$ cat src/rtl/hazard_ctrl.sv
// hazard_ctrl: pipeline hazard unit for a 5-stage in-order core.
// Tracks the destination registers of the instructions in execute (E),
// memory (M) and writeback (W), raises a one-cycle load-use stall, flushes
// decode on a taken branch, and produces registered operand-forwarding
// selects for the instruction entering execute.
// Optional build macro: HAZARD_STALL_CNT_EN adds a saturating 32-bit
// stall_cnt output counting load-use stall or flush cycles.
module hazard_ctrl (
    input  logic        clock,
    input  logic        reset,
    input  logic [4:0]  rs1_decode,
    input  logic [4:0]  rs2_decode,
    input  logic        rs1_used,
    input  logic        rs2_used,
    input  logic [4:0]  rd_decode,
    input  logic        rd_we_decode,
    input  logic        is_load_decode,
    input  logic        decode_valid,
    input  logic        branch_taken,
    output logic [1:0]  fwd_a_sel,
    output logic [1:0]  fwd_b_sel,
    output logic        stall_fetch,
    output logic        stall_decode,
    output logic        bubble_execute,
    output logic        flush_decode
`ifdef HAZARD_STALL_CNT_EN
    ,
    output logic [31:0] stall_cnt
`endif
);

    typedef struct packed {
        logic       valid;
        logic [4:0] rd;
        logic       we;
        logic       is_load;
    } slot_t;

    localparam logic [1:0] SRC_REGFILE = 2'b00;
    localparam logic [1:0] SRC_MEM     = 2'b01;
    localparam logic [1:0] SRC_WB      = 2'b10;

    // Index 0 = E, 1 = M, 2 = W. W is kept so the pipeline picture is
    // complete; nothing needs to forward from it because the register file
    // write lands before the decode read.
    slot_t      slots_reg [0:2];
    slot_t      e_next;
    logic [1:0] fwd_a_reg, fwd_b_reg;
    logic [1:0] fwd_a_next, fwd_b_next;
    logic       e_prod, m_prod, load_use, flush, stall, e_load;

    // Choose the operand source for one decode source register. The slot in
    // E is nearer than M and wins; a load in E cannot forward (its data is
    // not ready), which is why such a match stalls instead.
    function automatic logic [1:0] pick_src(
        input logic [4:0] rs,
        input logic       used,
        input slot_t      e_slot,
        input logic       e_is_prod,
        input slot_t      m_slot,
        input logic       m_is_prod
    );
        logic [1:0] src;
        src = SRC_REGFILE;
        if (used && (rs != 5'd0)) begin
            if (e_is_prod && !e_slot.is_load && (e_slot.rd == rs))
                src = SRC_MEM;
            else if (m_is_prod && (m_slot.rd == rs))
                src = SRC_WB;
        end
        return src;
    endfunction

    assign e_prod = slots_reg[0].valid && slots_reg[0].we && (slots_reg[0].rd != 5'd0);
    assign m_prod = slots_reg[1].valid && slots_reg[1].we && (slots_reg[1].rd != 5'd0);

    // Load-use hazard: a load in E writes a register decode wants to read.
    assign load_use = decode_valid && e_prod && slots_reg[0].is_load &&
                      ((rs1_used && (rs1_decode == slots_reg[0].rd)) ||
                       (rs2_used && (rs2_decode == slots_reg[0].rd)));

    // Gate with reset so the combinational outputs stay low during reset
    // even if branch_taken is driven.
    assign flush  = branch_taken && reset;
    assign stall  = load_use && !flush;
    assign e_load = decode_valid && !load_use && !flush;

    assign stall_fetch    = stall;
    assign stall_decode   = stall;
    assign bubble_execute = stall || flush;
    assign flush_decode   = flush;
    assign fwd_a_sel      = fwd_a_reg;
    assign fwd_b_sel      = fwd_b_reg;

    // Next E slot and next forwarding selects; a bubble or flush yields an
    // invalid slot and regfile selects.
    always_comb begin
        e_next     = '0;
        fwd_a_next = SRC_REGFILE;
        fwd_b_next = SRC_REGFILE;
        if (e_load) begin
            e_next.valid   = 1'b1;
            e_next.rd      = rd_decode;
            e_next.we      = rd_we_decode;
            e_next.is_load = is_load_decode;
            fwd_a_next = pick_src(rs1_decode, rs1_used, slots_reg[0], e_prod,
                                  slots_reg[1], m_prod);
            fwd_b_next = pick_src(rs2_decode, rs2_used, slots_reg[0], e_prod,
                                  slots_reg[1], m_prod);
        end
    end

    // Advance the slot pipeline and register the forwarding selects.
    always_ff @(posedge clock or negedge reset) begin
        if (!reset) begin
            for (int i = 0; i < 3; i++) slots_reg[i] <= '0;
            fwd_a_reg <= SRC_REGFILE;
            fwd_b_reg <= SRC_REGFILE;
        end else begin
            slots_reg[2] <= slots_reg[1];
            slots_reg[1] <= slots_reg[0];
            slots_reg[0] <= e_next;
            fwd_a_reg    <= fwd_a_next;
            fwd_b_reg    <= fwd_b_next;
        end
    end

`ifdef HAZARD_STALL_CNT_EN
    logic [31:0] stall_cnt_reg;

    // Count cycles lost to a load-use stall or a flush, saturating at all-ones.
    always_ff @(posedge clock or negedge reset) begin
        if (!reset)
            stall_cnt_reg <= '0;
        else if ((load_use || flush) && (stall_cnt_reg != 32'hFFFF_FFFF))
            stall_cnt_reg <= stall_cnt_reg + 32'd1;
    end

    assign stall_cnt = stall_cnt_reg;
`endif

endmodule
$ cat config.mk
export PLATFORM = sky130hd
export DESIGN_NAME = hazard_ctrl
export DESIGN_NICKNAME = d
export VERILOG_FILES = /design/src/rtl/hazard_ctrl.sv
export SDC_FILE = /design/constraint.sdc
export NUM_CORES = 1
export LEC_CHECK = 0
export CAP_MARGIN = 0
export CORE_MARGIN = 2
export CORE_UTILIZATION = 55
export CTS_CLUSTER_DIAMETER = 120
export DETAILED_ROUTE_END_ITERATION = 12
export DONT_BUFFER_PORTS = 1
export GPL_ROUTABILITY_DRIVEN = 0
export GPL_TIMING_DRIVEN = 0
export PLACE_DENSITY = 0.71
export REMOVE_ABC_BUFFERS = 1
export SYNTH_ARGS = -nofsm -noshare
export SYNTH_HDL_FRONTEND = slang
export SYNTH_SLANG_ARGS = --single-unit
$ cat constraint.sdc
create_clock -name clock -period 2.2 [get_ports clock]
set_input_delay 0.44 -clock clock [delete_from_list [all_inputs] [get_ports clock]]
set_output_delay 0.44 -clock clock [all_outputs]
set_load 0.01 [all_outputs]
==> results.py <==
metrics = {
    "synthesis": {
        "ys_ff_latch": 19,
        "ys_top_cells_by_count": "19 x dfrtp_1, 13 x xor2_1, 12 x nor2_1, 10 x nand2_1, 7 x xnor2_1",
        "synth_top_cell_area_share_pct": 49.4,
        "synth_warnings": 0,
        "synth_cells": 90,
        "ys_top_cells_by_area": "dfrtp_1 49%, xor2_1 12%, xnor2_1 6.4%, nor2_1 4.7%, nand2_1 3.9%",
        "synthArstFlopShare_pct": 100,
        "ys_seq_area_share_pct": 49.4,
        "syn_area_per_cell_um2": 10.7,
        "synth_cell_types": 25,
        "synth_top_area_cell": "dfrtp_1",
        "synth_edf_count": 0,
        "synth_ff_type": "dfrtp_1",
        "synth.most_common_cell": "dfrtp_1",
        "syn-cell-area_um2": 963,
    },
    "flow_run": {
        "drv_cap": 0,
    },
    "clocking": {
        "clk_latency_ps": 280,
        "clkTransAtPathRegs_ps": 100,
        "htree_levels": 1,
        "cts_tree": "done",
        "cts.sinks": 19,
        "clockRootBuffer": "clkbuf_4",
        "cts_buffers": 3,
        "cts_buffer_depth": 2,
    },
    "detailed_routing": {
        "vias_per_cell": 5.84,
        "vias": 672,
        "drt_iter0_drc": 5,
        "drt_pass1_iterations": 4,
        "ant_nets": 0,
        "routed_wl_um": 1880,
        "wl_per_cell_um": 16.4,
        "route.detailed.drc": 0,
    },
    "timing": {
        "rsz0062_at_grt": "true",
        "fin_ws_ps": -113,
        "tightestPinTransition_ps": 825,
        "max_slew_margin_pct": 44.8,
        "slew_violations": 0,
        "fin_skew_ps": 1.36,
        "fin_crit_sh_pct": 105,
        "timing.fmax_mhz": 432,
        "hold_viol_final": 0,
        "min_period_ps": 2310,
        "finalSetupViolations": 3,
    },
    "place": {
        "io_buffers": 0,
        "dp_hpwl_um": 1380,
        "placed_area_um2": 962,
        "place_worst_setup_slack_ps": -366,
    },
    "floorplanning": {
        "io_pins": 31,
        "start_util_pct": 57.0,
        "dieArea_um2": 2100,
        "coreArea_um2": 1690,
        "die_w_um": 45.9,
        "die_h_um": 45.9,
        "num_rows": 15,
    },
    "worst_setup_path": {
        "cp.buffers_inverters": 1,
        "start_kind": "flop",
        "crit_family": "simple AND/OR/NAND/NOR gates",
        "critical_path_depth": 6,
        "r2r_end": "fwd_a_sel[1]",
        "cp.required_ps": 1760,
        "rrSetupSlack_ps": 270,
        "r2r-start": "slots_reg[21]",
        "crit_fanout": 4,
        "crit_arrival_ps": 1870,
        "slowest_delay_ps": 440,
        "path_cells": "buf_6 -> xor2_2 -> nor2_2 -> nand4_1 -> a211oi_4 -> and2_4",
        "critical_path_class": "flop to output port",
        "crit_path_top_delay_cell": "dfrtp_1",
        "cp-end-kind": "output port",
        "reg2regPathDepth": 5,
    },
    "power_and_ir_drop": {
        "cellPowerDensity_nw_per_um2": 578,
        "switching_share_pct": 24.9,
        "power_frac_comb_pct": 13.9,
        "clkPwrFrac_pct": 25.9,
        "leakage_nw": 0.487,
        "seqPwrFrac_pct": 60.2,
        "switching_power_uw": 157,
        "ir_drop_mv": 0.413,
        "p_int_uw": 473,
    },
    "status": {
        "status": "finished, violations left",
        "violations": "setup timing",
    },
    "final_layout": {
        "final_cell_area_um2": 1090,
        "fin_util_pct": 64.4,
        "fin_nets": 122,
        "antenna_cells": 0,
        "drive_gt1_share_pct": 22.4,
        "area_growth_pct": 13.0,
        "largest_register_ffs": 15,
    },
    "global_route": {
        "overflow": 0,
        "grt_antenna_before_repair": 0,
        "grt_max_degree": 20,
        "first_global_vias": 665,
        "grt_pass1_wl_um": 2990,
        "groute.usage.overall_pct": 20.8,
    },
    "hold_path": {
        "min_to": "slots_reg[21]",
        "hold_class": "primary input to flop",
        "whs_path_depth": 2,
        "holdCritStartpoint": "rd_decode[3]",
    },
}
power groups by stage:
stage | clock network [mW] | registers, mW | logic (mW)
after CTS | 0.168 | 0.379 | 0.0829
after global placement | 0 | 0.386 | 0.0613
after floorplan | 0 | 0.382 | 0.0551
after detailed placement | 0 | 0.386 | 0.0641
after global routing | 0.186 | 0.381 | 0.0968
final | 0.163 | 0.379 | 0.0872
how the worst max path moves through the flow:
stage                              from           end  slack (ps)
after floorplan           rs2_decode[3]  stall_decode         -70
after global placement    slots_reg[20]  stall_decode        -370
after detailed placement  slots_reg[21]   stall_fetch        -370
after CTS                 slots_reg[21]   stall_fetch         -90
after global routing      slots_reg[21]   stall_fetch        -230
final                     slots_reg[21]  stall_decode        -110
repair_timing:
| item | CTS | global route |
|---|---|---|
| pin swaps | 8 | 4 |
| resized for setup | 7 | 3 |
| setup endpoints to repair | 3 | 3 |
| setup buffers | 6 | 0 |
| endpoints found under the hold margin | 19 | 0 |
| hold buffers | 1 | 0 |
final cells by class:
cell class	count	area, um2
Multi-Input combinational cell	67	500
Clock inverter	1	5.00
Timing Repair Buffer	7	58.8
Tap cell	17	21.3
Sequential cell	19	477
Fill cell	135	601
Clock buffer	3	22.5
Inverter	1	3.75
worst register-to-register path, cell delays in order, from the launching register on:
cell and delay (ps):
dfrtp_1 440, or4_4 570, o211ai_4 240, a211oi_4 70
buf_4 190, nor4b_1 330
logic make-up (layout without fill, tap and decap cells):
family | after synthesis | count (layout) | share of synthesized area (%)
buf+inv | 4 | 12 | 2.73
compound gates | 5 | 5 | 4.54
flops | 19 | 19 | 49.4
xor+xnor | 20 | 20 | 18.2
simple gates | 42 | 42 | 25.2
cells in the final DEF, fill, tap and decap left out:
cell,synthesis,routed
nor2_1,12,11
nor2_2,0,1
dfrtp_2,0,1
or4_1,5,5
nand2_1,10,10
buf_4,1,5
and2_1,2,1
xor2_1,13,12
or2_4,0,1
o21ai_0,1,1
xnor2_1,7,6
o211ai_4,0,1
buf_6,1,1
clkbuf_4,0,3
nor4_4,1,1
nand3_2,1,1
nor3_2,1,1
nor4_1,1,1
clkinv_2,0,1
dfrtp_1,19,18
o21ai_1,1,1
a211oi_4,0,1
nand4_1,2,2
xor2_2,0,1
dlygate4sd3_1,0,1
xnor2_2,0,1
o2111ai_1,1,1
inv_1,1,1
nand3_1,3,3
nor4b_1,2,2
and2_4,0,1
or4_4,1,1
per-stage QoR:
stage / power (mW) / setup TNS [ps] / instances / hold slack [ps]
global placement: 0.447 / -1030 / 104 / 145
detailed placement: 0.450 / -1020 / 104 / 145
CTS: 0.630 / -261 / 115 / 239
global route: 0.664 / -646 / 115 / 228
finish: 0.629 / -307 / 115 / 247
floorplan: 0.437 / -137 / 87 / 144
layer usage:
metal	vias to the layer above	global-route usage, %	wire length, um	part of all wire, %
li1	320	-	-	-
met1	324	24.0	718	38
met2	26	35.3	982	52
met3	2	8.33	158	8.4
met4	0	5.71	21	1.1
met5	-	0	0	0
Note: power is estimated with default switching activity, not from simulation.
